`src/rtl/capp_pkg.sv`:
```
// Shared opcode and state encodings for the CAPP search controller.
package capp_pkg;

  typedef enum logic [2:0] {
    OP_NOP        = 3'd0,
    OP_LOAD_COMP  = 3'd1,
    OP_LOAD_MASK  = 3'd2,
    OP_SEARCH     = 3'd3,
    OP_READ       = 3'd4,
    OP_WRITE      = 3'd5,
    OP_CLEAR_TAGS = 3'd6,
    OP_RSVD       = 3'd7
  } op_t;

  typedef enum logic [2:0] {
    ST_IDLE    = 3'd0,
    ST_SEARCH  = 3'd1,
    ST_CAPTURE = 3'd2,
    ST_RESOLVE = 3'd3,
    ST_WRITE   = 3'd4
  } state_t;

endpackage

```
`src/rtl/capp_priority_encoder.sv`:
```
// Lowest-set-bit priority encoder: index, one-hot and none flag.
module capp_priority_encoder #(
  parameter int WORDS = 16
) (
  input  logic [WORDS-1:0]         vec,
  output logic [$clog2(WORDS)-1:0] index,
  output logic [WORDS-1:0]         onehot,
  output logic                     none
);
  localparam int IW = $clog2(WORDS);

  // Isolate the lowest set bit, then fold its position into a binary index.
  always_comb begin
    onehot = vec & (~vec + {{(WORDS-1){1'b0}}, 1'b1});
    none   = (vec == {WORDS{1'b0}});
    index  = {IW{1'b0}};
    for (int i = 0; i < WORDS; i++) begin
      index = index | (IW'(i) & {IW{onehot[i]}});
    end
  end

endmodule

```
`src/rtl/capp_search_controller.sv`:
```
// Command sequencer for the CAPP array: loads comparand/mask, strobes searches,
// captures tags, streams responders in priority order or issues multiple-writes.
module capp_search_controller
  import capp_pkg::*;
#(
  parameter int WIDTH  = 32,
  parameter int WORDS  = 16,
  parameter int SETTLE = 1
) (
  input  logic                       CLK,
  input  logic                       RST,
  input  logic                       cmd_valid,
  output logic                       cmd_ready,
  input  logic [2:0]                 cmd_op,
  input  logic [WIDTH-1:0]           cmd_data,
  output logic [WIDTH-1:0]           comparand,
  output logic [WIDTH-1:0]           mask,
  output logic                       perform_search,
  input  logic [WORDS-1:0]           tags_in,
  output logic                       write_enable,
  output logic [WIDTH-1:0]           write_data,
  output logic [WORDS-1:0]           write_select,
  output logic                       rsp_valid,
  input  logic                       rsp_ready,
  output logic [$clog2(WORDS)-1:0]   rsp_index,
  output logic                       rsp_last,
  output logic                       rsp_empty,
  output logic                       any_match,
  output logic [$clog2(WORDS+1)-1:0] match_count
);
  localparam int IW = $clog2(WORDS);
  localparam int CW = $clog2(WORDS + 1);

  function automatic logic [CW-1:0] popcount(input logic [WORDS-1:0] v);
    logic [CW-1:0] cnt;
    cnt = {CW{1'b0}};
    for (int i = 0; i < WORDS; i++) begin
      cnt = cnt + CW'(v[i]);
    end
    return cnt;
  endfunction

  state_t           state;
  logic [WORDS-1:0] tags;
  logic [3:0]       settle_cnt;

  logic [IW-1:0]    cur_index;
  logic [WORDS-1:0] cur_onehot;
  logic             cur_none;
  logic [WORDS-1:0] rest;
  logic [IW-1:0]    nxt_index;
  logic [WORDS-1:0] nxt_onehot;
  logic             nxt_none;
  logic             rest2_empty;

  // cur: the responder now; nxt: the one after it, so the following beat is ready on handshake.
  capp_priority_encoder #(.WORDS(WORDS)) u_enc_cur (
    .vec    (tags),
    .index  (cur_index),
    .onehot (cur_onehot),
    .none   (cur_none)
  );

  assign rest = tags & ~cur_onehot;

  capp_priority_encoder #(.WORDS(WORDS)) u_enc_nxt (
    .vec    (rest),
    .index  (nxt_index),
    .onehot (nxt_onehot),
    .none   (nxt_none)
  );

  assign rest2_empty = ((rest & ~nxt_onehot) == {WORDS{1'b0}});
  assign cmd_ready   = (state == ST_IDLE);

  // Controller FSM with all array- and consumer-facing outputs registered.
  always_ff @(posedge CLK) begin
    if (RST) begin
      state          <= ST_IDLE;
      comparand      <= {WIDTH{1'b0}};
      mask           <= {WIDTH{1'b0}};
      tags           <= {WORDS{1'b0}};
      settle_cnt     <= 4'd0;
      perform_search <= 1'b0;
      write_enable   <= 1'b0;
      write_data     <= {WIDTH{1'b0}};
      write_select   <= {WORDS{1'b0}};
      rsp_valid      <= 1'b0;
      rsp_index      <= {IW{1'b0}};
      rsp_last       <= 1'b0;
      rsp_empty      <= 1'b0;
      any_match      <= 1'b0;
      match_count    <= {CW{1'b0}};
    end else begin
      case (state)
        ST_IDLE: begin
          if (cmd_valid) begin
            case (op_t'(cmd_op))
              OP_LOAD_COMP: comparand <= cmd_data;
              OP_LOAD_MASK: mask <= cmd_data;
              OP_SEARCH: begin
                perform_search <= 1'b1;
                settle_cnt     <= 4'(SETTLE);
                state          <= ST_SEARCH;
              end
              OP_READ: begin
                rsp_valid <= 1'b1;
                rsp_index <= cur_index;
                rsp_empty <= cur_none;
                rsp_last  <= cur_none | nxt_none;
                state     <= ST_RESOLVE;
              end
              OP_WRITE: begin
                write_data   <= cmd_data;
                write_enable <= 1'b1;
                write_select <= tags;
                state        <= ST_WRITE;
              end
              OP_CLEAR_TAGS: begin
                tags        <= {WORDS{1'b0}};
                any_match   <= 1'b0;
                match_count <= {CW{1'b0}};
              end
              default: state <= ST_IDLE;
            endcase
          end
        end
        ST_SEARCH: begin
          if (settle_cnt <= 4'd1) begin
            perform_search <= 1'b0;
            state          <= ST_CAPTURE;
          end else begin
            settle_cnt <= settle_cnt - 4'd1;
          end
        end
        ST_CAPTURE: begin
          tags        <= tags_in;
          any_match   <= |tags_in;
          match_count <= popcount(tags_in);
          state       <= ST_IDLE;
        end
        ST_RESOLVE: begin
          if (rsp_ready) begin
            if (!rsp_empty) begin
              tags        <= rest;
              match_count <= match_count - CW'(1);
              any_match   <= ~nxt_none;
            end
            if (rsp_last) begin
              rsp_valid <= 1'b0;
              rsp_last  <= 1'b0;
              rsp_empty <= 1'b0;
              rsp_index <= {IW{1'b0}};
              state     <= ST_IDLE;
            end else begin
              rsp_index <= nxt_index;
              rsp_last  <= rest2_empty;
            end
          end
        end
        ST_WRITE: begin
          write_enable <= 1'b0;
          write_select <= {WORDS{1'b0}};
          state        <= ST_IDLE;
        end
        default: state <= ST_IDLE;
      endcase
    end
  end

endmodule

```
`config.mk`:
```
export PLATFORM = sky130hd
export DESIGN_NAME = capp_search_controller
export DESIGN_NICKNAME = d
export VERILOG_FILES = /design/src/rtl/capp_pkg.sv /design/src/rtl/capp_priority_encoder.sv /design/src/rtl/capp_search_controller.sv
export SDC_FILE = /design/constraint.sdc
export NUM_CORES = 1
export LEC_CHECK = 0
export BUFFER_PORTS_ARGS = -buffer_cell sky130_fd_sc_hd__buf_2
export CAP_MARGIN = 15
export CORE_AREA = 2 2 158 160
export DETAILED_ROUTE_END_ITERATION = 8
export DIE_AREA = 0 0 160 162
export GPL_TIMING_DRIVEN = 0
export HOLD_SLACK_MARGIN = 0.05
export PLACE_DENSITY = 0.48
export SYNTH_ARGS = -nofsm -noshare
export SYNTH_HDL_FRONTEND = slang
export SYNTH_HIERARCHICAL = 1
export SYNTH_SLANG_ARGS = --single-unit
```
`constraint.sdc`:
```
create_clock -name CLK -period 6.1 [get_ports CLK]
set_clock_uncertainty 0.15 [all_clocks]
set_input_delay 0.305 -clock CLK [delete_from_list [all_inputs] [get_ports CLK]]
set_output_delay 0.305 -clock CLK [all_outputs]
set_load 0.005 [all_outputs]
```
==> flow_summary.toml, run 1 <==
[run_status]
status = "completed"

[logic_synthesis]
synthArstFlopShare_pct = 0
yosys.area.top_type = "dfxtp_1"
syn_nets = 993
synth.yosys.warnings = 6
synth_seq_cells = 150
synth_edf_count = 0
avgSynthCellArea_um2 = 7.81
ys_top_cells_by_area = "dfxtp_1 (42%), nand2_1 (11%), a21oi_1 (8.3%)"
synth_top_area_share_pct = 41.8
ys_types = 53
synth-seq-area-share_pct = 41.8
ys.flop_type = "dfxtp_1"
syn_inst = 919
synth_area_um2 = 7180

[worst_setup_path]
cpMaxStageDelayCell = "nor4_4"
worstPathRequired_ns = 6.27
critPathMaxFanout = 12
max_stage_delay_ns = 0.50
critical_path_class = "flop to flop"
crit_top_cell = "nor4_1"
cp_top_family = "simple AND/OR/NAND/NOR gates"
arrival_ns = 4.02
path_cells = "nor4_4 -> nand2_1 -> nor2_1 -> nor2b_1 -> buf_6 -> nor4_1 -> nand3_1 -> nor4_1 -> inv_1 -> a2111oi_0 -> and3_1 -> a31oi_1 -> o32ai_1"
end_kind = "flop"
cp_num_buf_inv = 2
start_kind = "flop"

[global_routing]
grt_antenna_before_repair = 0
grt-ovfl-total = 0
grt_pass1_vias = 6972
grt_max_degree = 17
track_usage_pct = 19.2
grt_pass1_wl_mm = 39.3

[clock_network]
cts_buffers = 17
cts_buffer_depth = 2
cts.repair.resized = 0
htreeDepth = 4
clk_latency_ns = 0.42
post_cts_buffers = 0
clk_pin_slew_ns = 0.07
clkSinkCount = 150
cts_root_buf = "clkbuf_16"
ctsHoldBuffers = 32
cts_tree = "done"

[route]
wl_per_cell_um = 16.9
postRouteAntennaNets = 0
drt_wl_total_mm = 25.1
vias_per_cell = 4.94
drtPass1Iterations = 5
drc = 0
drtIter0Drc = 694
vias = 7337

[flow_run]
maxCapViolCount = 0

[timing]
fin_ws_ns = 2.26
max_freq_ghz = 0.260
relSlewSlack_pct = 44.4
report.final.slew_viol_count = 0
setup_violations = 0
tightest_slew_ns = 0.832
post-route-min-period_ns = 3.84
fin_setup_tns_ns = 0
layout_worst_path_cycle_share_pct = 63.0
rsz0062_at_grt = "false"
final_hold_viol_count = 0

[power_and_ir_drop]
p_leak_uw = 0.00392
irDropWorstVdd_uv = 142
power_density_nw_per_um2 = 306

[placement]
port_buffers = 179
dp_worst_setup_slack_ns = 2.04
gp_congestion = 0.836
dp_hpwl_mm = 19.0

[layout]
final_util_pct = 39.1
diodes = 0
fin_nets = 1223
drive_gt1_share_pct = 21.3
area_growth_syn_to_layout_pct = 31.4

[die]
row_count = 57
die_y_um = 162
coreArea_um2 = 24100
fp.dieArea_um2 = 25900
die_w_um = 160
start_util_pct = 29.8
ios = 183

[hold_path]
hp-class = "primary input to flop"
==> worst paths after layout <==
check,from,endpoint,slack [ns],cells past startpoint
min reg2reg,comparand[12],comparand[12],0.30,2
min,cmd_op[0],state[2],0.1,3
max,tags[0],rsp_last,2.26,13
max reg2reg,tags[0],rsp_last,2.26,13
==> placed cells by master (no fill, tap or decap), drive strengths merged, types with 25 or more instances in the layout <==
cell type | synthesis | final
a211oi | 26 | 26
a21oi | 119 | 119
a22oi | 36 | 36
buf | 25 | 204
clkbuf | 33 | 50
dfxtp | 150 | 150
dlygate4sd3 | 0 | 32
inv | 49 | 57
nand2 | 211 | 211
nor2 | 63 | 63
nor2b | 25 | 25
==> final cells by class <==
cell class              instances  area [um2]
well taps                     324         405
inverters                      50         188
flip-flops and latches        150        3000
plain buffers                  58         288
repair buffers                211        1220
multi-input cells             661        3700
clock inverters                15         209
fillers                      2592       14700
clock buffers                  17         425
==> cell families (layout without fill, tap and decap cells) <==
family | after synthesis | count (layout) | synth area share, %
adders and majority gates | 19 | 19 | 4.36
and+or+nand+nor | 410 | 410 | 27.3
muxes | 1 | 1 | 0.139
DFF | 150 | 150 | 41.8
buffers and inverters | 108 | 351 | 6.62
xor gates and xnor gates | 2 | 2 | 0.244
AOI/OAI and AO/OA | 229 | 229 | 19.5
==> cells in the mapped netlist (5+ instances only) <==
cell type	count
a211oi_1	26
buf_2	17
nand2_1	211
inv_1	49
nor2_1	63
and3b_1	5
a31oi_1	6
nor3b_1	16
nand3_1	9
a21oi_1	119
a22oi_1	36
nor2b_1	25
ha_1	9
nand3b_1	7
or3_1	6
nor3_1	18
nand2b_1	6
dfxtp_1	150
clkbuf_1	33
and3_1	9
fa_1	10
o21ai_0	18
nor4_1	15
buf_6	5
==> state kept, by name, indices dropped and copies added (netlist names), 3 cells and up <==
register      count
settle_cnt        4
match_count       5
tags             16
write_select     16
comparand        32
mask             32
write_data       32
rsp_index         4
state             3
==> through the flow <==
step	hold slack, ns	std cells	cell area [um2]	total power [uW]
floorplan	0.291	919	7180	1530
global placement	0.291	1422	8480	1740
detailed placement	0.293	1422	8480	1740
CTS	0.0795	1486	9430	2900
global route	0.120	1486	9430	3030
finish	0.0993	1486	9430	2880
==> per-layer routing <==
| layer | vias to the layer above | GRT usage, % | wire (um) |
|---|---|---|---|
| li1 | 3618 | - | - |
| met1 | 3445 | 24.8 | 11400 |
| met2 | 247 | 32.4 | 11900 |
| met3 | 27 | 4.14 | 1430 |
| met4 | 0 | 5.65 | 394 |
| met5 | - | 0 | 0 |
==> worst reg2reg max path, delay by kind of cell, from the launching register on <==
kind                   cells  cell delay, ns
DFF                        1            0.46
buffers and inverters      2            0.23
and+or+nand+nor            8            2.35
AOI/OAI and AO/OA          3            0.57
==> power by group <==
part	switching (uW)	internal [uW]
sequential	56.1	1020
combinational	395	272
clock	475	664
No activity file was read; power rests on OpenSTA's default activity.
==> run 2, diff against run 1 <==
- PLACE_DENSITY: 0.48 -> 0.5
- clock period: 6.1 -> 3.4 ns (I/O delays scaled with it)
==> flow_summary.toml, run 2 (synthesis gave the netlist of run 1 again) <==
[timing]
report.final.slew_viol_count = 0
max_freq_ghz = 0.304
post-route-min-period_ns = 3.29
final_hold_viol_count = 0
fin_setup_tns_ns = 0
tightest_slew_ns = 0.726
setup_violations = 0
layout_worst_path_cycle_share_pct = 96.8
relSlewSlack_pct = 51.5
fin_hold_ws_ns = 0.0767

[layout]
area_growth_syn_to_layout_pct = 35.6
layout.cells.non_filler = 1507
drive_gt1_share_pct = 23.7
layout_common_cells = "nand2_1 (209), buf_2 (189), dfxtp_1 (147), a21oi_1 (119), nor2_1 (62)"
mostFrequentLayoutCell = "nand2_1"
final_util_pct = 40.4
fill_cells = 2565
diodes = 0
largestRegisters = "comparand (32), mask (32), write_data (32)"
fin_nets = 1244

[worst_setup_path]
start_kind = "primary input"
end_kind = "flop"
r2r_slack_ns = 0.21
critical_path_class = "primary input to flop"
rr_startpoint = "tags[0]"
critPathMaxFanout = 3
reg2reg_to = "rsp_last"
rr_worst_depth = 12
worstPathRequired_ns = 3.53
arrival_ns = 3.42

[placement]
dpl.cell_count = 1422
port_buffers = 179
gp_congestion = 0.898
dp_hpwl_mm = 18.9

[die]
start_util_pct = 29.8
row_count = 57
die_y_um = 162
coreArea_um2 = 24100
fp.dieArea_um2 = 25900
ios = 183
die_w_um = 160

[global_routing]
grt_pass1_vias = 7141
track_usage_pct = 19.5
grtUsageMet2_pct = 33.1
grt_max_degree = 18
grt_antenna_before_repair = 0
use_met3_pct = 3.83
busiest_layer = "met2"
grt_pass1_wl_mm = 40.3
grt-ovfl-total = 0
grtUsageMet1_pct = 25.3

[flow_run]
maxCapViolCount = 0

[clock_network]
cts_tree = "done"
clk_latency_ns = 0.42
cts_root_buf = "clkbuf_16"
cts_buffer_depth = 2
htreeDepth = 4
cts_buffers = 17
clkSinkCount = 150
clk_pin_slew_ns = 0.07

[power_and_ir_drop]
irDropWorstVdd_uv = 279
switching_share_pct = 33.6
p_total_uw = 5200
power.switching_uw = 1740
p_leak_uw = 0.00403
seq_power_share_pct = 37.2
p_int_uw = 3450
combPwrFrac_pct = 25.6
power_frac_clock_pct = 37.2
power_density_nw_per_um2 = 534

[route]
vias = 7408
drc = 0
postRouteAntennaNets = 0
drtIter0Drc = 732
drtPass1Iterations = 6
drt_wl_total_mm = 25.4
vias_per_cell = 4.92
wl_per_cell_um = 16.9

[run_status]
status = "completed"

[hold_path]
hp-class = "primary input to flop"
worstHoldPathCells = 3
holdPathEnd = "tags[14]"
worstHoldStart = "tags_in[14]"
-- run 2: cell types whose count changed in the layout (fill, tap and decap cells not counted), moves of 3 or more --
cell           before  now
a2111oi_0           4    1
a2111oi_2           0    3
buf_2             196  189
buf_4               3   14
dfxtp_1           150  147
dlygate4sd3_1      32   46
inv_1              49   45
inv_2               0    3
inv_8               3    6
nor3_1             18   15
nor4_1             15   10
nor4_2              0    5
-- run 2: stage by stage --
step | cell area [um2] | setup WS (ns)
floorplan | 7190 | -0.0368
global placement | 8490 | -0.462
global route | 9730 | -0.0292
CTS | 9590 | 0.0213
finish | 9730 | 0.109
detailed placement | 8490 | -0.422
-- run 2: what timing repair did --
item                                    in CTS  in global routing
pin swaps                                    1                 16
buffers inserted                             2                  5
endpoints found under the setup margin       1                  4
endpoints found under the hold margin      110                  0
resized for setup                            5                 32
hold buffers                                47                  0
-- run 2: power groups by stage --
stage / clock network [uW] / logic (uW) / registers, uW
after floorplan: 0 / 811 / 1940
after global placement: 0 / 1160 / 1970
after detailed placement: 0 / 1160 / 1970
after CTS: 1980 / 1230 / 1930
after global routing: 2050 / 1480 / 1950
final: 1930 / 1330 / 1930
-- run 2: critical path, cell delays in order --
cell,delay (ns)
buf_4,0.10
inv_2,0.04
fa_1,0.55
fa_1,0.45
fa_1,0.50
fa_1,0.51
inv_1,0.04
ha_2,0.18
fa_2,0.35
a21oi_1,0.12
and3b_1,0.19
o21ai_1,0.14
a21oi_1,0.08
-- run 2: metal layers --
metal	part of all wire, %	up-vias
met2	47	248
li1	-	3656
met3	5.1	25
met4	1.8	0
met1	46	3479
met5	0	-
-- run 2: how the worst max path moves through the flow --
stage / startpoint / end / slack (ns)
5_1_grt: tags[7] / rsp_last / -0.03
6_report: tags_in[9] / match_count[4] / 0.11
3_5_place_dp: tags[0] / rsp_last / -0.42
3_3_place_gp: tags[0] / rsp_last / -0.46
4_1_cts: tags[1] / rsp_last / 0.02
2_1_floorplan: tags_in[15] / match_count[4] / -0.04
-- run 2: layout make-up --
| cell class | count | area (um2) | area share, % |
|---|---|---|---|
| Clock buffer | 17 | 425 | 4.37 |
| Buffer | 58 | 288 | 2.96 |
| Sequential cell | 150 | 3010 | 30.9 |
| Inverter | 50 | 195 | 2.01 |
| Timing Repair Buffer | 232 | 1440 | 14.7 |
| Clock inverter | 15 | 170 | 1.75 |
| Tap cell | 324 | 405 | 4.17 |
| Multi-Input combinational cell | 661 | 3800 | 39.1 |
